`src/rtl/one_wire_serializer.sv`:
```
// Parallel-to-serial shifter for the 1-Wire path: LSB/MSB-first, per-frame length, BIT_DIV clocks/bit.
// Define ONE_WIRE_SER_CRC8_EN to append a Dallas/Maxim CRC-8 after the data bits.
module one_wire_serializer #(
    parameter int unsigned DATA_WIDTH = 56,
    parameter int unsigned BIT_DIV    = 1,
    localparam int unsigned LEN_W     = $clog2(DATA_WIDTH + 1)
) (
    input  logic                  i_clk,
    input  logic                  i_rst,
    input  logic                  i_in_valid,
    output logic                  o_in_ready,
    input  logic [DATA_WIDTH-1:0] i_in_data,
    input  logic [LEN_W-1:0]      i_in_len,
    input  logic                  i_in_msb_first,
    input  logic                  i_abort,
    output logic                  o_data_stream,
    output logic                  o_bit_valid,
    output logic                  o_start_crc,
    output logic                  o_busy,
    output logic                  o_frame_done
`ifdef ONE_WIRE_SER_CRC8_EN
    ,
    output logic [7:0]            o_crc_value
`endif
);

    localparam int unsigned DIV_W = (BIT_DIV > 1) ? $clog2(BIT_DIV) : 1;
    localparam logic [DIV_W-1:0] DIV_LAST = DIV_W'(BIT_DIV - 1);
    localparam logic [LEN_W-1:0] FULL_LEN = LEN_W'(DATA_WIDTH);

`ifdef ONE_WIRE_SER_CRC8_EN
    typedef enum logic [1:0] {StIdle, StShift, StCrc, StDone} state_e;
`else
    typedef enum logic [1:0] {StIdle, StShift, StDone} state_e;
`endif

    state_e                r_state, w_state_nxt;
    logic [DATA_WIDTH-1:0] r_word, w_word_nxt;
    logic [LEN_W-1:0]      r_last, w_last_nxt;
    logic [LEN_W-1:0]      r_bit_idx, w_bit_idx_nxt;
    logic                  r_msb, w_msb_nxt;
    logic [DIV_W-1:0]      r_div, w_div_nxt;

    logic [LEN_W-1:0]      w_eff_len;
    logic [LEN_W-1:0]      w_sel_idx;
    logic                  w_data_bit;

`ifdef ONE_WIRE_SER_CRC8_EN
    logic [7:0] r_crc, w_crc_nxt;
    logic [2:0] r_crc_idx, w_crc_idx_nxt;

    // Reflected form of x^8+x^5+x^4+1: the polynomial bits reversed give 0x8C.
    function automatic logic [7:0] crc8_step(input logic [7:0] crc, input logic din);
        logic fb;
        fb = crc[0] ^ din;
        return (crc >> 1) ^ (fb ? 8'h8C : 8'h00);
    endfunction

    assign o_crc_value = r_crc;
`endif

    // Lengths of 0 or beyond the word width mean a full word.
    assign w_eff_len = ((i_in_len == '0) || (i_in_len > FULL_LEN)) ? FULL_LEN : i_in_len;

    assign w_sel_idx  = r_msb ? (r_last - r_bit_idx) : r_bit_idx;
    assign w_data_bit = |(r_word & (DATA_WIDTH'(1) << w_sel_idx));

    always_comb begin
        w_state_nxt   = r_state;
        w_word_nxt    = r_word;
        w_last_nxt    = r_last;
        w_bit_idx_nxt = r_bit_idx;
        w_msb_nxt     = r_msb;
        w_div_nxt     = r_div;
`ifdef ONE_WIRE_SER_CRC8_EN
        w_crc_nxt     = r_crc;
        w_crc_idx_nxt = r_crc_idx;
`endif
        if ((r_state != StIdle) && i_abort) begin
            w_state_nxt   = StIdle;
            w_bit_idx_nxt = '0;
            w_div_nxt     = '0;
`ifdef ONE_WIRE_SER_CRC8_EN
            w_crc_nxt     = 8'h00;
            w_crc_idx_nxt = 3'd0;
`endif
        end else begin
            unique case (r_state)
                StIdle: begin
                    if (i_in_valid) begin
                        w_word_nxt    = i_in_data;
                        w_last_nxt    = w_eff_len - LEN_W'(1);
                        w_msb_nxt     = i_in_msb_first;
                        w_bit_idx_nxt = '0;
                        w_div_nxt     = '0;
`ifdef ONE_WIRE_SER_CRC8_EN
                        w_crc_nxt     = 8'h00;
                        w_crc_idx_nxt = 3'd0;
`endif
                        w_state_nxt   = StShift;
                    end
                end
                StShift: begin
`ifdef ONE_WIRE_SER_CRC8_EN
                    if (r_div == '0) begin
                        w_crc_nxt = crc8_step(r_crc, w_data_bit);
                    end
`endif
                    if (r_div == DIV_LAST) begin
                        w_div_nxt = '0;
                        if (r_bit_idx == r_last) begin
                            w_bit_idx_nxt = '0;
`ifdef ONE_WIRE_SER_CRC8_EN
                            w_state_nxt   = StCrc;
`else
                            w_state_nxt   = StDone;
`endif
                        end else begin
                            w_bit_idx_nxt = r_bit_idx + LEN_W'(1);
                        end
                    end else begin
                        w_div_nxt = r_div + DIV_W'(1);
                    end
                end
`ifdef ONE_WIRE_SER_CRC8_EN
                StCrc: begin
                    if (r_div == DIV_LAST) begin
                        w_div_nxt = '0;
                        if (r_crc_idx == 3'd7) begin
                            w_crc_idx_nxt = 3'd0;
                            w_state_nxt   = StDone;
                        end else begin
                            w_crc_idx_nxt = r_crc_idx + 3'd1;
                        end
                    end else begin
                        w_div_nxt = r_div + DIV_W'(1);
                    end
                end
`endif
                StDone:  w_state_nxt = StIdle;
                default: w_state_nxt = StIdle;
            endcase
        end
    end

    always_ff @(posedge i_clk) begin
        if (i_rst) begin
            r_state   <= StIdle;
            r_word    <= '0;
            r_last    <= '0;
            r_bit_idx <= '0;
            r_msb     <= 1'b0;
            r_div     <= '0;
`ifdef ONE_WIRE_SER_CRC8_EN
            r_crc     <= 8'h00;
            r_crc_idx <= 3'd0;
`endif
        end else begin
            r_state   <= w_state_nxt;
            r_word    <= w_word_nxt;
            r_last    <= w_last_nxt;
            r_bit_idx <= w_bit_idx_nxt;
            r_msb     <= w_msb_nxt;
            r_div     <= w_div_nxt;
`ifdef ONE_WIRE_SER_CRC8_EN
            r_crc     <= w_crc_nxt;
            r_crc_idx <= w_crc_idx_nxt;
`endif
        end
    end

    always_comb begin
        o_in_ready    = 1'b0;
        o_busy        = 1'b1;
        o_frame_done  = 1'b0;
        o_start_crc   = 1'b0;
        o_bit_valid   = 1'b0;
        o_data_stream = 1'b0;
        unique case (r_state)
            StIdle: begin
                o_in_ready = 1'b1;
                o_busy     = 1'b0;
            end
            StShift: begin
                o_start_crc   = 1'b1;
                o_bit_valid   = (r_div == '0);
                o_data_stream = w_data_bit;
            end
`ifdef ONE_WIRE_SER_CRC8_EN
            StCrc: begin
                o_start_crc   = 1'b1;
                o_bit_valid   = (r_div == '0);
                o_data_stream = r_crc[r_crc_idx];
            end
`endif
            StDone:  o_frame_done = 1'b1;
            default: o_busy = 1'b1;
        endcase
    end

endmodule
```
`config.mk`:
```
export PLATFORM = sky130hd
export DESIGN_NAME = one_wire_serializer
export DESIGN_NICKNAME = d
export VERILOG_FILES = /design/src/rtl/one_wire_serializer.sv
export SDC_FILE = /design/constraint.sdc
export NUM_CORES = 1
export LEC_CHECK = 0
export BUFFER_PORTS_ARGS = -buffer_cell sky130_fd_sc_hd__buf_2
export CORE_MARGIN = 2
export CORE_UTILIZATION = 40
export CTS_CLUSTER_SIZE = 20
export DETAILED_ROUTE_END_ITERATION = 8
export PLACE_DENSITY = 0.72
export SETUP_SLACK_MARGIN = 0.5
export SLEW_MARGIN = 30
export SYNTH_ARGS = -nofsm -noshare
export SYNTH_HDL_FRONTEND = slang
export SYNTH_SLANG_ARGS = --single-unit
```
`constraint.sdc`:
```
create_clock -name i_clk -period 4.3 [get_ports i_clk]
set_input_delay 0.43 -clock i_clk [delete_from_list [all_inputs] [get_ports i_clk]]
set_output_delay 0.43 -clock i_clk [all_outputs]
set_load 0.05 [all_outputs]
```
==> results of run 1 <==
## placed cells by master (no fill, tap or decap), types with 9 or more instances in the layout
master / netlist / final
a21oi_1: 75 / 75
buf_2: 5 / 70
buf_4: 4 / 10
clkbuf_8: 0 / 9
dfxtp_1: 71 / 68
inv_1: 9 / 9
nand2_1: 151 / 150
nand3_1: 17 / 17
nor2_1: 22 / 22
## timing repair
action                     4_1_cts  5_1_grt
pin swaps                        0        2
cloned                           0        1
gates resized for setup          0       11
setup buffers                    3        2
setup endpoints to repair        1        1
## sequential cells by signal (all words and copies together) (netlist names)
register / cells
r_bit_idx: 6
r_state: 2
r_msb: 1
r_word: 56
r_last: 6
## cell families (layout without fill, tap and decap cells)
family / Yosys count / in the layout / synth area share, %
and+or+nand+nor: 239 / 239 / 28.9
AOI/OAI and AO/OA: 127 / 127 / 21.3
DFF: 71 / 71 / 38.4
buffers and inverters: 42 / 105 / 5.34
adders and majority gates: 8 / 8 / 2.91
xor gates and xnor gates: 6 / 6 / 1.42
muxes: 6 / 7 / 1.76
## how the worst max path moves through the flow
stage / cells past startpoint / slack (ns) / endpoint
2_1_floorplan: 11 / 0.80 / o_data_stream
3_3_place_gp: 11 / 0.92 / o_data_stream
3_5_place_dp: 11 / 0.82 / o_data_stream
4_1_cts: 11 / 0.54 / o_data_stream
5_1_grt: 12 / 0.54 / o_data_stream
6_report: 12 / 0.69 / o_data_stream
## final cells by class
class / instances / area share [%]
Multi-Input combinational cell: 387 / 48.9
Sequential cell: 71 / 32.9
Timing Repair Buffer: 81 / 10.1
Tap cell: 111 / 3.21
Clock buffer: 11 / 3.03
Clock inverter: 4 / 1.10
Inverter: 9 / 0.780
## report_power, final
| part | leakage (nW) | internal, mW | switching (mW) |
|---|---|---|---|
| clock | 0.0892 | 0.263 | 0.245 |
| combinational | 1.02 | 0.128 | 0.235 |
| sequential | 0.584 | 0.708 | 0.0387 |
## through the flow
step                setup slack (ns)  cells  hold WS (ns)  utilization, %
floorplan                      0.798    499         0.430               -
global route                   0.537    674         0.307            47.6
detailed placement             0.819    653         0.446            44.8
global placement               0.922    653         0.446            44.7
finish                         0.693    674         0.303            47.6
CTS                            0.544    671         0.301            47.0
## worst reg2reg max path, cell delays in order (launching register included)
cell and delay, ns:
dfxtp_1 0.34, or2_2 0.30, inv_1 0.12, and2_2 0.49, buf_4 0.45, nor2_1 0.19, o21ai_0 0.25, a21oi_1 0.08
## layer usage
layer | global-route usage [%] | share of wire (%) | vias to the layer above
met5 | 0 | 0 | -
met4 | 6.64 | 2.0 | 0
met3 | 2.86 | 5.2 | 20
met2 | 31.3 | 48 | 115
met1 | 26.1 | 45 | 1702
li1 | - | - | 1852
==> flow_metrics.tcl, run 1 <==
set metrics [dict create \
    num_vias 3689 \
    synth_nets 574 \
    die_h_um 100 \
    power_density_nw_per_um2 373 \
    cpMostUsedCell "buf_4" \
    crit_start "r_bit_idx[3]$_SDFFE_PP0P_" \
    max-vdd-ir-drop_v 0.000181 \
    cp.arrival_ns 3.18 \
    min_to "r_msb$_SDFFE_PP0P_" \
    synthDistinctLibCells 58 \
    required_ns 3.87 \
    yosysSeqAreaShare_pct 38.4 \
    h-tree-depth 3 \
    power.leakage_nw 1.69 \
    r2r_cells 7 \
    avgViaCountPerCell 5.47 \
    syn_avg_cell_area_um2 7.41 \
    r2r_end "r_bit_idx[2]$_SDFFE_PP0P_" \
    cts_hold_buf 0 \
    critPathMaxFanout 18 \
    hp-start "i_in_msb_first" \
    crit_buf_inv 3 \
    status "completed" \
    tritoncts "built" \
    dr.pass1.iters 5 \
    yosys.cell_count.top_type "nand2_1" \
    core-area_um2 9110 \
    rows 35 \
    finalPower_mw 1.62 \
    synth_ff_type "dfxtp_1" \
    clk_latency_ns 0.35 \
    areaGrowthSynthToFinish_pct 17.1 \
    crit_slowest_cell "dfxtp_1" \
    clockRootBuffer "clkbuf_8" \
    synth.top_cells.by_count "151 x nand2_1, 75 x a21oi_1, 71 x dfxtp_1, 22 x nor2_1" \
    critPathLaunchType "flip-flop" \
    drv_cap 0 \
    max_freq_mhz 277 \
    drive_above_1_share_pct 20.4 \
    antenna_found_initial 0 \
    synth_edf_count 0 \
    clk_pin_slew_ns 0.08 \
    slew_headroom_pct 53.8 \
    timing.final.crit_period_ns 3.61 \
    path_class "flip-flop to output pin" \
    r2r_start "r_state[1]$_SDFFE_PP0P_" \
    setup_viol 0 \
    netlist_instances 499 \
    wirelength_mm 9.71 \
    finalHoldViolCount 0 \
    hold_path_depth 3 \
    synthArstFlopShare_pct 0 \
    r2r_slack_ns 1.96 \
    end_kind "output pin" \
    register_area_um2 1430 \
    die_area_um2 10000 \
    multi_input_area_um2 2120 \
    period_share_pct 83.9 \
    cts_buffers 9 \
    ant_nets 0 \
    synth-seq-cells 71 \
    slowest_delay_ns 0.41 \
    synth_top_area_cell "dfxtp_1" \
    slew_viol_final 0 \
    hp-class "primary input to flip-flop" \
    tns_ns 0 \
    grt_pass1_vias 3323 \
    syn_area_um2 3700 \
    place.gp.congestion 0.867 \
    nFillCells 918 \
    ios 73 \
    grt_max_degree 65 \
    placed_cell_area_um2 4080 \
    diodes 0 \
    synth.area.top_cells "dfxtp_1 38%, nand2_1 15%, a21oi_1 10%, ha_1 2.4%, nand3_1 2.3%" \
    wire_per_inst_um 14.4 \
    netlist.area_leader.share_pct 38.4 \
    grt_overflow 0 \
    grt_pass1_wl_mm 15.8 \
    grt_use_total_pct 19.2 \
    finalInstanceArea_um2 4330 \
    worst_pin_slew_ns 0.692 \
    port_buffers 72 \
    drt_iter0_markers 283 \
    die_w_um 100 \
    crit_family "simple AND/OR/NAND/NOR gates" \
    dp_hpwl_mm 6.66 \
    rsz0062_at_grt "no" \
    nNetsFinal 634 \
    skew_ns 0.0107 \
    clock_path_buffers 2 \
    synth.yosys.warnings 0 \
    cts_sinks 71 \
    initial_core_util_pct 40.6 \
    drc 0 \
    crit_path_cell_trace "inv_1 > ha_1 > nand2_1 > nor4_2 > nor3_2 > buf_4 > and2_1 > a21oi_1 > nor3_1 > o31ai_1 > a31oi_1 > buf_4" \
]
Note: power is estimated with default switching activity, not from simulation.
==> run 2: changes to the inputs <==
PLACE_DENSITY = 0.74   (was 0.72)
clock period = 3.3 ns   (was 4.3 ns; I/O delays follow)
==> run 2 against run 1 <==
  * The flow now finishes with violations (negative setup slack)
  * Global-route usage up 1.4 points
  * Utilization up 2.8 points
  * Clock skew down 0.0060 ns
  * Critical path depth up 1
  * Largest cell class unchanged
==> flow_metrics.tcl, run 2 (synthesized netlist as in run 1, its figures left out) <==
set metrics [dict create \
    crit_family "compound AO/OA/AOI/OAI gates" \
    clock_path_buffers 2 \
    drt_iter0_markers 293 \
    ant_nets 0 \
    slew_viol_final 0 \
    hp-class "primary input to flip-flop" \
    core-area_um2 9110 \
    tritoncts "built" \
    wirelength_mm 10.3 \
    initial_core_util_pct 40.6 \
    placed_cell_area_um2 4200 \
    avgViaCountPerCell 5.52 \
    crit_buf_inv 3 \
    clk_latency_ns 0.35 \
    required_ns 2.97 \
    die_h_um 100 \
    crit_path_cell_trace "inv_2 > ha_4 > fa_2 > nand2b_4 > a211oi_4 > nor3b_4 > buf_6 > and3_4 > o211ai_1 > o2111ai_2 > o41ai_4 > a31oi_4 > buf_6" \
    num_vias 3811 \
    areaGrowthSynthToFinish_pct 24.0 \
    finalInstanceArea_um2 4590 \
    r2r_end "r_bit_idx[3]$_SDFFE_PP0P_" \
    layout_common_cells "149 x nand2_1, 75 x a21oi_1, 71 x buf_2, 69 x dfxtp_1, 25 x buf_4" \
    ios 73 \
    slowest_delay_ns 0.45 \
    violations "negative setup slack" \
    dr.pass1.iters 5 \
    timing.final.crit_period_ns 3.59 \
    dpl_worst_slack_ns 0.0973 \
    die_w_um 100 \
    cpMostUsedCell "buf_6" \
    power_density_nw_per_um2 476 \
    power.leakage_nw 1.80 \
    grt_pass1_vias 3430 \
    r2r_slack_ns 1.16 \
    largest_register_ffs 56 \
    critPathLaunchType "flip-flop" \
    diodes 0 \
    critPathMaxFanout 6 \
    path_class "flip-flop to output pin" \
    worst_pin_slew_ns 0.796 \
    max-vdd-ir-drop_v 0.000220 \
    period_share_pct 109 \
    setup_ws_ns -0.285 \
    wire_per_inst_um 14.8 \
    place.gp.congestion 0.965 \
    crit_start "r_last[0]$_SDFFE_PP0P_" \
    h-tree-depth 3 \
    grt_max_degree 37 \
    reg_top3 "r_word x56, r_bit_idx x6, r_last x6" \
    finalHoldViolCount 0 \
    r2r_cells 8 \
    cts_buffers 9 \
    drive_above_1_share_pct 24.8 \
    cts_sinks 71 \
    setup_viol 1 \
    slew_headroom_pct 46.9 \
    status "finished with violations" \
    clockRootBuffer "clkbuf_8" \
    final_common_cell "nand2_1" \
    nFillCells 913 \
    dp_hpwl_mm 7.16 \
    skew_ns 0.00470 \
    rsz0062_at_grt "yes" \
    cts_hold_buf 0 \
    r2r_start "r_bit_idx[3]$_SDFFE_PP0P_" \
    hold_path_depth 3 \
    nNetsFinal 650 \
    cp.arrival_ns 3.26 \
    rows 35 \
    port_buffers 72 \
    min_to "r_word[25]$_SDFFE_PP0P_" \
    die_area_um2 10000 \
    drv_cap 0 \
    clk_pin_slew_ns 0.08 \
    crit_slowest_cell "fa_2" \
    max_freq_mhz 279 \
    largest-register "r_word" \
    grt_overflow 0 \
    hp-start "i_in_data[25]" \
    end_kind "output pin" \
    antenna_found_initial 0 \
    grt_use_total_pct 20.6 \
    grt_pass1_wl_mm 16.7 \
    drc 0 \
]
[run 2: changes by cell type in the layout (fill, tap and decap cells not counted), sizes merged]
cell    delta
buf       +17
clkbuf     -1
clkinv     +2
mux2       -1
[run 2: final cells by class]
class                           instances  area [um2]  share of cell area, %
Inverter                                9        33.8                  0.736
Timing Repair Buffer                   98         566                   12.3
Clock inverter                          6        61.3                   1.34
Clock buffer                           10         128                   2.78
Sequential cell                        71        1420                   31.0
Multi-Input combinational cell        386        2240                   48.8
Tap cell                              111         139                   3.03
[run 2: worst max-delay path by stage]
stage / endpoint / slack [ns] / depth (start not counted)
3_3_place_gp: o_data_stream / 0.20 / 13
5_1_grt: o_data_stream / -0.42 / 13
3_5_place_dp: o_data_stream / 0.1 / 13
4_1_cts: o_data_stream / -0.18 / 12
2_1_floorplan: o_data_stream / 0.48 / 11
6_report: o_data_stream / -0.29 / 13
[run 2: per-layer routing]
layer	up-vias	wire [um]	track usage, %	part of all wire (%)
li1	1884	-	-	-
met1	1780	4600	28.1	45
met2	120	4830	33.0	47
met3	27	591	4.39	5.8
met4	0	238	6.11	2.3
met5	-	0	0	0
[run 2: repair_timing]
action | 4_1_cts | 5_1_grt
pin swaps | 0 | 7
resized for setup | 8 | 11
buffers inserted | 5 | 8
setup endpoints to repair | 1 | 1
hold endpoints to repair | 0 | 0
[run 2: stage by stage]
| step | hold WS, ns | cells | utilization, % | TNS (ns) | power (mW) |
|---|---|---|---|---|---|
| after floorplan | 0.430 | 499 | - | 0 | 1.33 |
| after global placement | 0.448 | 662 | 46.1 | 0 | 1.46 |
| after detailed placement | 0.448 | 662 | 46.1 | 0 | 1.47 |
| after CTS | 0.196 | 683 | 49.2 | -0.178 | 2.16 |
| after global routing | 0.200 | 691 | 50.4 | -0.424 | 2.30 |
| final | 0.210 | 691 | 50.4 | -0.285 | 2.18 |
[run 2: power by group]
part	internal [mW]	switching, mW
combinational	0.200	0.337
sequential	0.922	0.0460
clock	0.346	0.333
[run 2: worst min-delay path, delay by kind of cell]
kind	cells	cell delay, ns
buffers and inverters	1	0.10
AO/OA/AOI/OAI	1	0.05
AND/OR/NAND/NOR	1	0.04
==> run 3: changes to the inputs <==
CORE_UTILIZATION = 50   (was 40)
PLACE_DENSITY = 0.87   (was 0.74)
==> run 3 against run 2 <==
  * Largest power group unchanged
  * First-iteration DRC count grew 15%
  * Maximum frequency grew 6.4%
  * Sequential power is essentially flat
  * Critical path depth shrank 1
  * Die area shrank 19%
  * Clock skew grew 0.0022 ns
  * Power shrank 0.37%
  * Routed wire length grew 1.1%
  * Register-to-register slack gained 0.03 ns
  * The flow still finishes with violations (negative setup slack)
  * Final cell count shrank 1.9%
  * Hold slack is essentially flat
  * Sequential share of layout area shrank 0.17 points
==> flow_metrics.tcl, run 3 (synthesized netlist as in run 1, its figures left out) <==
set metrics [dict create \
    nNetsFinal 650 \
    largest-register "r_word" \
    cp.arrival_ns 3.04 \
    cts_hold_buf 0 \
    die_h_um 90.0 \
    largest_register_ffs 56 \
    grt_use_total_pct 25.4 \
    status "finished with violations" \
    timing.final.crit_period_ns 3.37 \
    final_util_pct 64.1 \
    clk_latency_ns 0.35 \
    final_common_cell "nand2_1" \
    register_area_um2 1430 \
    max_freq_mhz 297 \
    initial_core_util_pct 51.3 \
    power_density_nw_per_um2 471 \
    hold_path_depth 3 \
    antenna_found_initial 0 \
    critPathLaunchType "flip-flop" \
    violations "negative setup slack" \
    slowest_delay_ns 0.39 \
    path_class "flip-flop to output pin" \
    rows 31 \
    end_kind "output pin" \
    worst_pin_slew_ns 0.794 \
    setup_ws_ns -0.0687 \
    drive_above_1_share_pct 25.9 \
    critPathMaxFanout 4 \
    ant_nets 0 \
    multi_input_area_um2 2290 \
    grt_pass1_vias 3597 \
    r2r_cells 6 \
    crit_family "simple AND/OR/NAND/NOR gates" \
    cts_buffers 9 \
    cts_sinks 71 \
    reg_top3 "r_word x56, r_bit_idx x6, r_last x6" \
    finalHoldViolCount 0 \
    crit_slowest_cell "fa_2" \
    finalPower_mw 2.18 \
    period_share_pct 102 \
    place.gp.congestion 0.915 \
    skew_ns 0.00692 \
    core-area_um2 7210 \
    die_w_um 90.0 \
    wire_per_inst_um 15.3 \
    power.leakage_nw 1.81 \
    drc 0 \
    drv_cap 0 \
    grt_pass1_wl_mm 16.9 \
    crit_buf_inv 2 \
    port_buffers 72 \
    drt_iter0_markers 337 \
    slew_headroom_pct 46.9 \
    h-tree-depth 3 \
    clockRootBuffer "clkbuf_8" \
    critical_path_depth 12 \
    ios 73 \
    avgViaCountPerCell 5.80 \
    required_ns 2.97 \
    max-vdd-ir-drop_v 0.000256 \
    grt_max_degree 62 \
    dp_hpwl_mm 7.12 \
    finalInstanceArea_um2 4620 \
    areaGrowthSynthToFinish_pct 24.9 \
    clk_pin_slew_ns 0.08 \
    clock_path_buffers 2 \
    hp-class "primary input to flip-flop" \
    layout_common_cells "149 x nand2_1, 74 x a21oi_1, 71 x buf_2, 69 x dfxtp_1, 22 x nor2_1" \
    tritoncts "built" \
    num_vias 3933 \
    setup_viol 1 \
    placed_cell_area_um2 4210 \
    hold_ws_ns 0.210 \
    crit_path_cell_trace "inv_2 > ha_4 > fa_2 > nand2b_4 > nand4_1 > nor3b_4 > mux2i_1 > o31ai_1 > and3_1 > o41ai_4 > a31oi_4 > buf_6" \
    die_area_um2 8100 \
    dr.pass1.iters 8 \
    rsz0062_at_grt "yes" \
    tns_ns -0.0687 \
    slew_viol_final 0 \
    nFillCells 614 \
    wirelength_mm 10.4 \
    grt_overflow 0 \
    diodes 0 \
]
## run 3: changes by cell type in the layout (fill, tap and decap cells not counted), sizes merged
cell / change
mux2: +1
clkinv: -2
buf: -1
clkbuf: +2
bufinv: -1
## run 3: final cells by class
type	count	area share, %
multi-input combinational	387	49.5
sequential	71	30.9
timing repair buffer	97	12.3
clock buffer	12	3.57
tap	99	2.68
inverter	9	0.731
clock inverter	3	0.379
## run 3: tightest hold or removal path, delay by kind of cell
| family | cells | cell delay (ns) |
|---|---|---|
| compound gates | 1 | 0.05 |
| buf+inv | 1 | 0.09 |
| simple gates | 1 | 0.04 |
## run 3: through the flow
stage	worst slack (ns)	std cells
2_1_floorplan	0.479	499
3_5_place_dp	0.111	653
3_3_place_gp	0.139	653
6_report	-0.0687	678
4_1_cts	-0.0707	678
5_1_grt	-0.225	678
## run 3: final timing paths
check / start / end / slack, ns
max reg2reg: r_state[0]$_SDFFE_PP0P_ / r_word[22]$_SDFFE_PP0P_ / 1.19
min reg2reg: r_word[33]$_SDFFE_PP0P_ / r_word[33]$_SDFFE_PP0P_ / 0.46
min: i_in_data[42] / r_word[42]$_SDFFE_PP0P_ / 0.21
max: r_last[0]$_SDFFE_PP0P_ / o_data_stream / -0.07
## run 3: repair_timing
action | in CTS | in global routing
resized for setup | 25 | 6
pin swaps | 13 | 4
buffers inserted | 9 | 0
endpoints found under the setup margin | 1 | 1
gates cloned | 1 | 0
## run 3: per-layer routing
| metal | wire (um) | GRT usage (%) |
|---|---|---|
| met5 | 0 | 0 |
| met4 | 252 | 11.0 |
| met3 | 601 | 4.36 |
| met2 | 5040 | 41.6 |
| met1 | 4480 | 33.2 |
## run 3: report_power, final
| group | leakage (nW) | switching, mW | internal [mW] | total [mW] |
|---|---|---|---|---|
| registers | 0.584 | 0.0480 | 0.922 | 0.970 |
| clock network | 0.0942 | 0.326 | 0.328 | 0.654 |
| logic | 1.13 | 0.345 | 0.208 | 0.553 |
